===== config.mk =====
export PLATFORM = sky130hd
export DESIGN_NAME = fmul_mant_mul
export DESIGN_NICKNAME = d
export VERILOG_FILES = /design/src/rtl/fpu_pkg.sv /design/src/rtl/fp32_unpack.sv /design/src/rtl/fmul_mant_mul.sv
export SDC_FILE = /design/constraint.sdc
export NUM_CORES = 1
export LEC_CHECK = 0
export CAP_MARGIN = 20
export CORE_MARGIN = 2
export CORE_UTILIZATION = 55
export DETAILED_ROUTE_END_ITERATION = 10
export PLACE_DENSITY = 0.82
export SLEW_MARGIN = 20
export SYNTH_ARGS = -nofsm -noshare
export SYNTH_HDL_FRONTEND = slang
export SYNTH_SLANG_ARGS = --single-unit

===== constraint.sdc =====
create_clock -name clk -period 5.4 [get_ports clk]
set_clock_uncertainty 0.05 [all_clocks]
set_input_delay 0.54 -clock clk [delete_from_list [all_inputs] [get_ports clk]]
set_output_delay 0.54 -clock clk [all_outputs]
set_load 0.1 [all_outputs]

===== src/rtl/fpu_pkg.sv =====
// Shared FP32 definitions for the multiplier pipeline: field widths, constants,
// rounding-mode encodings and the multiply-stage FSM states.
package fpu_pkg;
  localparam int EXP_W  = 8;
  localparam int FRAC_W = 23;
  localparam int MANT_W = 24;
  localparam int PROD_W = 48;

  localparam logic [9:0]  BIAS      = 10'd127;
  localparam logic [7:0]  EXP_MAX   = 8'hFF;
  localparam logic [22:0] QNAN_FRAC = 23'h400000;

  typedef enum logic [1:0] {
    RM_RNE = 2'b00,
    RM_RTN = 2'b01,
    RM_RTP = 2'b10,
    RM_RTZ = 2'b11
  } rm_e;

  typedef enum logic [1:0] {
    S_IDLE = 2'b00,
    S_BUSY = 2'b01,
    S_DONE = 2'b10
  } state_e;
endpackage


===== src/rtl/fp32_unpack.sv =====
// Combinational FP32 operand unpacker: sign, hidden-bit mantissa, effective
// exponent (denormals read as exponent 1) and NaN/Inf/zero classification.
module fp32_unpack
  import fpu_pkg::*;
(
  input  logic [31:0]       i_op,
  output logic              o_sign,
  output logic [MANT_W-1:0] o_mant,
  output logic [EXP_W-1:0]  o_exp,
  output logic              o_nan,
  output logic              o_inf,
  output logic              o_zero
);
  logic [EXP_W-1:0]  w_ex;
  logic [FRAC_W-1:0] w_frac;
  logic              w_ex_zero;
  logic              w_ex_max;
  logic              w_frac_zero;

  assign w_ex        = i_op[30:23];
  assign w_frac      = i_op[22:0];
  assign w_ex_zero   = (w_ex == 8'h00);
  assign w_ex_max    = (w_ex == EXP_MAX);
  assign w_frac_zero = (w_frac == 23'h000000);

  assign o_sign = i_op[31];
  assign o_mant = {~w_ex_zero, w_frac};
  assign o_exp  = w_ex_zero ? 8'd1 : w_ex;
  assign o_nan  = w_ex_max & ~w_frac_zero;
  assign o_inf  = w_ex_max & w_frac_zero;
  assign o_zero = w_ex_zero & w_frac_zero;
endmodule


===== src/rtl/fmul_mant_mul.sv =====
// FP32 multiply stage: unpack/classify, iterative shift-add 24x24 mantissa product.
// Optional macro FMUL_EARLY_OUT_EN: zero/inf/NaN operands skip the iterations.
module fmul_mant_mul
  import fpu_pkg::*;
#(
  parameter int BITS_PER_CYCLE = 2
) (
  input  logic        clk,
  input  logic        clrn,
  input  logic        flush,
  input  logic        in_valid,
  output logic        in_ready,
  input  logic [31:0] a,
  input  logic [31:0] b,
  input  logic [1:0]  rm_in,
  output logic        out_valid,
  input  logic        out_ready,
  output logic [47:0] z,
  output logic [9:0]  exp10,
  output logic        sign,
  output logic        is_nan,
  output logic        is_inf,
  output logic [22:0] inf_nan_frac,
  output logic [1:0]  rm
);
  localparam int ITER = 24 / BITS_PER_CYCLE;

  state_e              r_state;
  state_e              w_next;
  state_e              w_issue_dst;
  logic                w_accept;
  logic                w_load_out;

  logic                w_sa, w_sb;
  logic [MANT_W-1:0]   w_ma, w_mb;
  logic [EXP_W-1:0]    w_ea, w_eb;
  logic                w_nan_a, w_nan_b, w_inf_a, w_inf_b, w_zero_a, w_zero_b;
  logic                w_nan, w_inf;
  logic [9:0]          w_exp10;

  logic [PROD_W-1:0]   r_acc;
  logic [PROD_W-1:0]   r_mcand;
  logic [MANT_W-1:0]   r_mplier;
  logic [4:0]          r_cnt;
  logic [9:0]          r_exp;
  logic                r_sign, r_nan, r_inf;
  logic [1:0]          r_rm;
  logic [PROD_W-1:0]   w_pp;
  logic [PROD_W-1:0]   w_acc_next;

  logic [47:0]         r_z;
  logic [9:0]          r_exp10;
  logic                r_sign_o, r_nan_o, r_inf_o, r_out_valid;
  logic [22:0]         r_frac_o;
  logic [1:0]          r_rm_o;

  fp32_unpack u_unpack_a (
    .i_op(a), .o_sign(w_sa), .o_mant(w_ma), .o_exp(w_ea),
    .o_nan(w_nan_a), .o_inf(w_inf_a), .o_zero(w_zero_a)
  );

  fp32_unpack u_unpack_b (
    .i_op(b), .o_sign(w_sb), .o_mant(w_mb), .o_exp(w_eb),
    .o_nan(w_nan_b), .o_inf(w_inf_b), .o_zero(w_zero_b)
  );

  assign w_nan   = w_nan_a | w_nan_b | (w_inf_a & w_zero_b) | (w_zero_a & w_inf_b);
  assign w_inf   = (w_inf_a | w_inf_b) & ~w_nan;
  assign w_exp10 = {2'b00, w_ea} + {2'b00, w_eb} - BIAS;

  // Multiplicand is pre-shifted to the weight of the multiplier bits being retired.
  assign w_pp       = r_mcand * PROD_W'(r_mplier[BITS_PER_CYCLE-1:0]);
  assign w_acc_next = r_acc + w_pp;

`ifdef FMUL_EARLY_OUT_EN
  logic w_special;
  assign w_special   = w_nan_a | w_nan_b | w_inf_a | w_inf_b | w_zero_a | w_zero_b;
  assign w_issue_dst = w_special ? S_DONE : S_BUSY;
`else
  assign w_issue_dst = S_BUSY;
`endif

  assign in_ready = (r_state == S_IDLE) | ((r_state == S_DONE) & out_ready);

  // Next-state and accept decode; flush overrides every handshake.
  always_comb begin
    w_next   = r_state;
    w_accept = 1'b0;
    if (flush) begin
      w_next = S_IDLE;
    end else begin
      case (r_state)
        S_IDLE: begin
          if (in_valid) begin
            w_accept = 1'b1;
            w_next   = w_issue_dst;
          end else begin
            w_next = S_IDLE;
          end
        end
        S_BUSY: begin
          if (r_cnt == 5'd0) w_next = S_DONE;
          else               w_next = S_BUSY;
        end
        S_DONE: begin
          if (out_ready && in_valid) begin
            w_accept = 1'b1;
            w_next   = w_issue_dst;
          end else if (out_ready) begin
            w_next = S_IDLE;
          end else begin
            w_next = S_DONE;
          end
        end
        default: w_next = S_IDLE;
      endcase
    end
  end

  assign w_load_out = (r_state == S_BUSY) && (w_next == S_DONE);

  // State register; out_valid tracks entry into / stay in DONE.
  always_ff @(posedge clk or negedge clrn) begin
    if (!clrn) begin
      r_state     <= S_IDLE;
      r_out_valid <= 1'b0;
    end else begin
      r_state     <= w_next;
      r_out_valid <= (w_next == S_DONE);
    end
  end

  // Operand capture and shift-add iteration.
  always_ff @(posedge clk or negedge clrn) begin
    if (!clrn) begin
      r_acc    <= 48'h0;
      r_mcand  <= 48'h0;
      r_mplier <= 24'h0;
      r_cnt    <= 5'd0;
      r_exp    <= 10'h0;
      r_sign   <= 1'b0;
      r_nan    <= 1'b0;
      r_inf    <= 1'b0;
      r_rm     <= 2'b00;
    end else if (w_accept) begin
      r_acc    <= 48'h0;
      r_mcand  <= {24'h0, w_ma};
      r_mplier <= w_mb;
      r_cnt    <= 5'(ITER - 1);
      r_exp    <= w_exp10;
      r_sign   <= w_sa ^ w_sb;
      r_nan    <= w_nan;
      r_inf    <= w_inf;
      r_rm     <= rm_in;
    end else if (r_state == S_BUSY) begin
      r_acc    <= w_acc_next;
      r_mcand  <= r_mcand << BITS_PER_CYCLE;
      r_mplier <= r_mplier >> BITS_PER_CYCLE;
      r_cnt    <= r_cnt - 5'd1;
    end
  end

  // Result registers, held stable for the whole DONE residency.
  always_ff @(posedge clk or negedge clrn) begin
    if (!clrn) begin
      r_z      <= 48'h0;
      r_exp10  <= 10'h0;
      r_sign_o <= 1'b0;
      r_nan_o  <= 1'b0;
      r_inf_o  <= 1'b0;
      r_frac_o <= 23'h0;
      r_rm_o   <= 2'b00;
    end else if (w_load_out) begin
      r_z      <= w_acc_next;
      r_exp10  <= r_exp;
      r_sign_o <= r_sign;
      r_nan_o  <= r_nan;
      r_inf_o  <= r_inf;
      r_frac_o <= r_nan ? QNAN_FRAC : 23'h0;
      r_rm_o   <= r_rm;
    end else if (w_accept && (w_issue_dst == S_DONE)) begin
      r_z      <= 48'h0;
      r_exp10  <= w_exp10;
      r_sign_o <= w_sa ^ w_sb;
      r_nan_o  <= w_nan;
      r_inf_o  <= w_inf;
      r_frac_o <= w_nan ? QNAN_FRAC : 23'h0;
      r_rm_o   <= rm_in;
    end
  end

  assign out_valid    = r_out_valid;
  assign z            = r_z;
  assign exp10        = r_exp10;
  assign sign         = r_sign_o;
  assign is_nan       = r_nan_o;
  assign is_inf       = r_inf_o;
  assign inf_nan_frac = r_frac_o;
  assign rm           = r_rm_o;
endmodule


==> metrics.txt, run 1 <==
Post-Synth Adder-Cell Area=between 10% and 20%; mux contribution to synthesized area=0.406%; compound-gate portion of the synthesized area=16.3%; reg2reg setup slack=930 ps; max-slew violation count=0; status=completed; # IOs=between 150 and 200; vias in the first global route=about 11,000; LEAKAGE=around 7.5 nW; Final Hold Vio Count=0; Setup crit start kind=flip-flop; Die Y=between 150 and 200 um; DIE WIDTH=approximately 160 um; Post-Synth Simple-Gate Area=between 10% and 20%; CP dominant cell by count=fa_1; Seq/Total Area, Yosys=between 30% and 40%; Hold Path Class=input pin to asynchronous set/reset pin; synthesis-to-layout area growth=17.4%; critical-path cell list=buf_12 > nand2_1 > fa_1 > fa_1 > and2b_1 > o21bai_4 > a2bb2oi_2 > o221ai_2 > o31ai_4 > nand2b_2 > o31a_1 > a21o_1 > o31ai_1; EDFF count, synth=0; worst-path fanout max=29; Crit Path Class=flip-flop to flip-flop; largest net degree at the start of global routing=roughly 110; initial antenna violation count=0; commonest cells after routing, fill and taps aside=425 x nand2_1, 206 x dfrtp_1, 149 x inv_1; via count=11,400; CP arrival=a little under 5000 ps; area share of xor/xnor cells in the synthesized design=under 10%; Slew headroom=around 33%; Max stage delay on crit path=around 750 ps; Avg Inst Size Synth=between 8 and 9 um2; Max Fclk=224 MHz; commonest non-fill, non-tap cell in the layout=nand2_1; core area=~24,000 um2; Max clock buf depth=3; Crit. Startpoint=r_mplier[1]; placement row count=56; reg2reg end=z[45]; PwrDens=~430 nW/um2; Top delay family on crit path=compound AO/OA/AOI/OAI gates; max-cap viol count=0; Final HPWL DP=between 20 and 25 mm; final wirelength=approximately 34 mm; global-route wire length before repair=56.2 mm; Final GP Congestion=roughly 0.92; Critical Path RT=slightly below 6000 ps; DRC Markers=0; cell count after synthesis=1,587; CTS root buf=clkbuf_16; Pre-antenna DRT Iters=5; total track usage=~27%; top_reg_cell synth=dfrtp_1; number of port buffers=around 140; Initial Util=56.3%; CTS Hold Bufs=0; grt total ovfl=0; vias per cell=between 5 and 6; worst slew pin tran=slightly above 1000 ps; CTS tree=built; WP depth=13; layout cells sized above 1=4.59%; #FFs+latches synth=~210; RSZ-0062 raised after global routing=false; Worst path slowest cell=dfrtp_1; Clock Sinks=between 200 and 250; Crit. End Element=flip-flop; Setup violations, final=0; antenna diode count=0; Synth Cell Area=between 10,000 and 15,000 um2; clock latency on the worst-skew pair=530 ps; FF-to-FF path depth=13; DP Worst Slack=between 1000 and 1500 ps; worst setup margin=932 ps; Final min period=around 4500 ps; # resized after CTS=0; initial drt markers=approximately 840; ys async rst share=between 90% and 100%; synth unique cells=66; clock slew at reported path FFs=60 ps; total negative setup slack=0 ps; CTS buffer count=24; largest family of logic cells by synthesized area=simple AND/OR/NAND/NOR gates; Setup Fix Bufs, Post-CTS=0; wire per inst=17.2 um; Ys Warns=0; Final ANT Viol Nets=0; period utilization=between 80% and 90%; Worst Path Buf+Inv=1; CTS H-tree depth=1; VDD IR max=roughly 0.20 mV; Final #Nets=roughly 1,800; DIE AREA=around 25,000 um2; worst r2r src=r_mplier[1]
## layout make-up
class / instances / area [um2]
multi-input cells: 1133 / 7110
fillers: 1975 / 7990
clock buffers: 32 / 712
flip-flops and latches: 206 / 5150
clock inverters: 10 / 161
inverters: 149 / 559
well taps: 319 / 399
repair buffers: 147 / 1460
## flip-flops by register name, indices dropped and copies added (netlist names)
name / flops
exp10: 10
r_cnt: 5
is_inf: 1
out_valid: 1
r_mcand: 48
r_state: 2
r_inf: 1
sign: 1
inf_nan_frac: 1
rm: 2
r_rm: 2
z: 48
r_acc: 48
r_nan: 1
r_mplier: 24
r_sign: 1
r_exp: 10
## Yosys cell counts (11+ instances only)
master	n	area share, %
nand4_1	16	0.76
fa_1	48	7.3
nand3_1	46	1.7
a22o_1	13	0.86
a22oi_1	43	2.4
ha_1	64	6.0
inv_1	149	4.2
xor2_1	23	1.5
nor4_1	16	0.76
nand2_1	426	12
buf_4	23	1.3
o21bai_1	11	0.62
a21o_1	22	1.2
clkbuf_1	88	2.5
a21oi_1	69	2.6
dfrtp_1	206	39
nor2_1	37	1.0
o21ai_0	131	4.9
xnor2_1	33	2.2
## stage by stage
| stage | util (%) | cells | hold WS (ps) | cell area [um2] | total power [mW] |
|---|---|---|---|---|---|
| floorplan | - | 1608 | 194 | 13300 | 4.17 |
| global placement | 62.4 | 1954 | 393 | 14700 | 4.82 |
| detailed placement | 62.4 | 1954 | 405 | 14700 | 4.93 |
| CTS | 66.1 | 1996 | 126 | 15600 | 6.73 |
| global route | 66.1 | 1996 | 137 | 15600 | 7.16 |
| finish | 66.1 | 1996 | 52.7 | 15600 | 6.74 |
## kinds of logic (layout without fill, tap and decap cells)
logic type               after synthesis  in the layout
AND/OR/NAND/NOR                      595            595
AO/OA/AOI/OAI                        343            343
buffers and inverters                269            338
flip-flops                           206            206
adder cells (fa/ha/maj)              112            112
XOR/XNOR                              56             56
multiplexers                           5              5
other                                  1             22
## how the worst max path moves through the flow
stage / end / slack, ps
4_1_cts: z[45] / 990
3_3_place_gp: z[47] / 1180
6_report: z[45] / 930
2_1_floorplan: z[47] / 1600
3_5_place_dp: z[45] / 1040
5_1_grt: z[47] / 710
## where the power goes
part	switching (mW)	internal, mW
registers	0.277	1.87
clock network	0.663	1.11
logic	1.89	0.923
## per-layer routing
metal	up-vias	track usage [%]	routed length (um)
met5	-	0	0
met4	0	8.39	983
met3	77	5.24	2710
met2	442	44.3	16300
met1	5549	36.2	14400
li1	5345	-	-
(Power assumes the default switching activity.)
==> run 2: changes to the inputs <==
clock period = 4.3 ns   (was 5.4 ns; I/O delays follow)
==> metrics.txt, run 2 (synthesis gave the netlist of run 1 again) <==
FF-to-FF path depth=14; power share of the sequential group=between 30% and 40%; total track usage=about 27%; total negative setup slack=0 ps; period utilization=between 90% and 100%; RSZ-0062 raised after global routing=false; # IOs=159; PwrDens=around 540 nW/um2; max-cap viol count=0; worst setup margin=191 ps; clock share of power=25.4%; Combinational Power Share=42.9%; CTS buffer count=24; largest net degree at the start of global routing=about 110; Max clock buf depth=3; placement row count=56; DIE AREA=~25,000 um2; Final Hold Vio Count=0; LEAKAGE=7.58 nW; antenna diode count=0; max-slew violation count=0; core area=23,500 um2; Crit. End Element=flip-flop; initial drt markers=890; Final GP Congestion=0.901; reg2reg end=r_acc[45]; DRC Markers=0; clock slew at reported path FFs=approximately 60 ps; Setup violations, final=0; Initial Util=between 50% and 60%; grt total ovfl=0; worst-path fanout max=10; global-route wire length before repair=56.6 mm; Crit Path Class=flip-flop to flip-flop; clock latency on the worst-skew pair=about 530 ps; Hold Path Class=input pin to flip-flop; final wirelength=34.2 mm; internal cell power=around 4.9 mW; vias in the first global route=between 10,000 and 15,000; Final #Nets=1,862; CTS H-tree depth=1; synthesis-to-layout area growth=18.4%; Critical Path RT=~4700 ps; Final min period=just over 4000 ps; Final ANT Viol Nets=0; Util after Layout=between 60 and 70%; DIE WIDTH=around 160 um; CTS root buf=clkbuf_16; commonest non-fill, non-tap cell in the layout=nand2_1; worst r2r src=r_mplier[1]; worst slew pin tran=between 1000 and 1500 ps; Setup Fix Bufs, Post-CTS=0; Switch Pwr=approximately 3.5 mW; number of port buffers=~140; final hold slack=between 300 and 400 ps; reg2reg setup slack=around 190 ps; Fillers=around 1,900; CP arrival=around 4500 ps; status=completed; VDD IR max=approximately 0.28 mV; Final HPWL DP=24.9 mm; Pre-antenna DRT Iters=5; Setup crit start kind=flip-flop; Clock Sinks=between 200 and 250; worst setup path endpoint=r_acc[45]; vias per cell=between 5 and 6; via count=~11,000; Crit. Startpoint=r_mplier[1]; Max Fclk=about 240 MHz; commonest cells after routing, fill and taps aside=425 x nand2_1, 205 x dfrtp_1, 149 x inv_1; DP Worst Slack=about 190 ps; Die Y=159 um; switch share=around two fifths; Slew headroom=between 30% and 40%; CTS tree=built; initial antenna violation count=0; layout cells sized above 1=approximately 5.5%; wire per inst=about 17 um
## run 2: cell types whose count changed in the layout (fill, tap and decap cells not counted), sizes merged
cell / change
dlygate4sd3: +1
clkinv: +4
buf: +17
clkinvlp: -3
bufinv: -1
inv: +1
## run 2: how the worst min path moves through the flow
| stage | from | to | depth (start not counted) |
|---|---|---|---|
| global route | rm_in[0] | r_rm[0] | 3 |
| CTS | rm_in[0] | r_rm[0] | 3 |
| floorplan | clrn | exp10[0] | 0 |
| global placement | r_rm[0] | rm[0] | 2 |
| detailed placement | r_inf | is_inf | 2 |
| finish | rm_in[0] | r_rm[0] | 3 |
## run 2: area by class of cell
cell class	count	area (um2)	share of cell area, %
well taps	319	399	2.55
flip-flops and latches	206	5160	32.9
clock buffers	32	692	4.41
inverters	149	559	3.57
clock inverters	11	141	0.902
multi-input cells	1133	7110	45.3
repair buffers	165	1630	10.4
## run 2: timing repair
action,in CTS,in global routing
setup endpoints to repair,0,10
resized for setup,0,2
hold buffers,1,0
endpoints found under the hold margin,4,0
## run 2: stage by stage
stage	std cells	area (um2)	power, mW
after CTS	2015	15700	8.43
after global placement	1971	14800	6.16
after floorplan	1608	13300	5.23
after global routing	2015	15700	8.99
final	2015	15700	8.44
after detailed placement	1971	14800	6.27
## run 2: power by group through the flow
stage               Combinational, mW  Clock, mW  Sequential [mW]
global placement                 3.49          0             2.67
floorplan                        2.32          0             2.92
finish                           3.62       2.14             2.68
CTS                              3.60       2.17             2.67
global route                     4.02       2.25             2.73
detailed placement               3.58          0             2.69
## run 2: routing by layer
metal | wire [um] | part of all wire [%] | vias up | track usage (%)
li1 | - | - | 5395 | -
met1 | 14300 | 42 | 5442 | 36.4
met2 | 16000 | 47 | 460 | 44.1
met3 | 2910 | 8.5 | 83 | 5.39
met4 | 1070 | 3.1 | 0 | 9.01
met5 | 0 | 0 | - | 0
## run 2: worst max-delay path: stages, from the launching register on
cell       delay [ps]
dfrtp_2           490
and2_1            190
fa_1              500
ha_1              180
inv_1              60
fa_1              400
and2b_1           270
o21bai_4           80
a2bb2oi_2         240
o221ai_2          210
o31ai_4           380
nand2b_2          120
o31a_1            340
a21o_1            210
o31ai_1           270
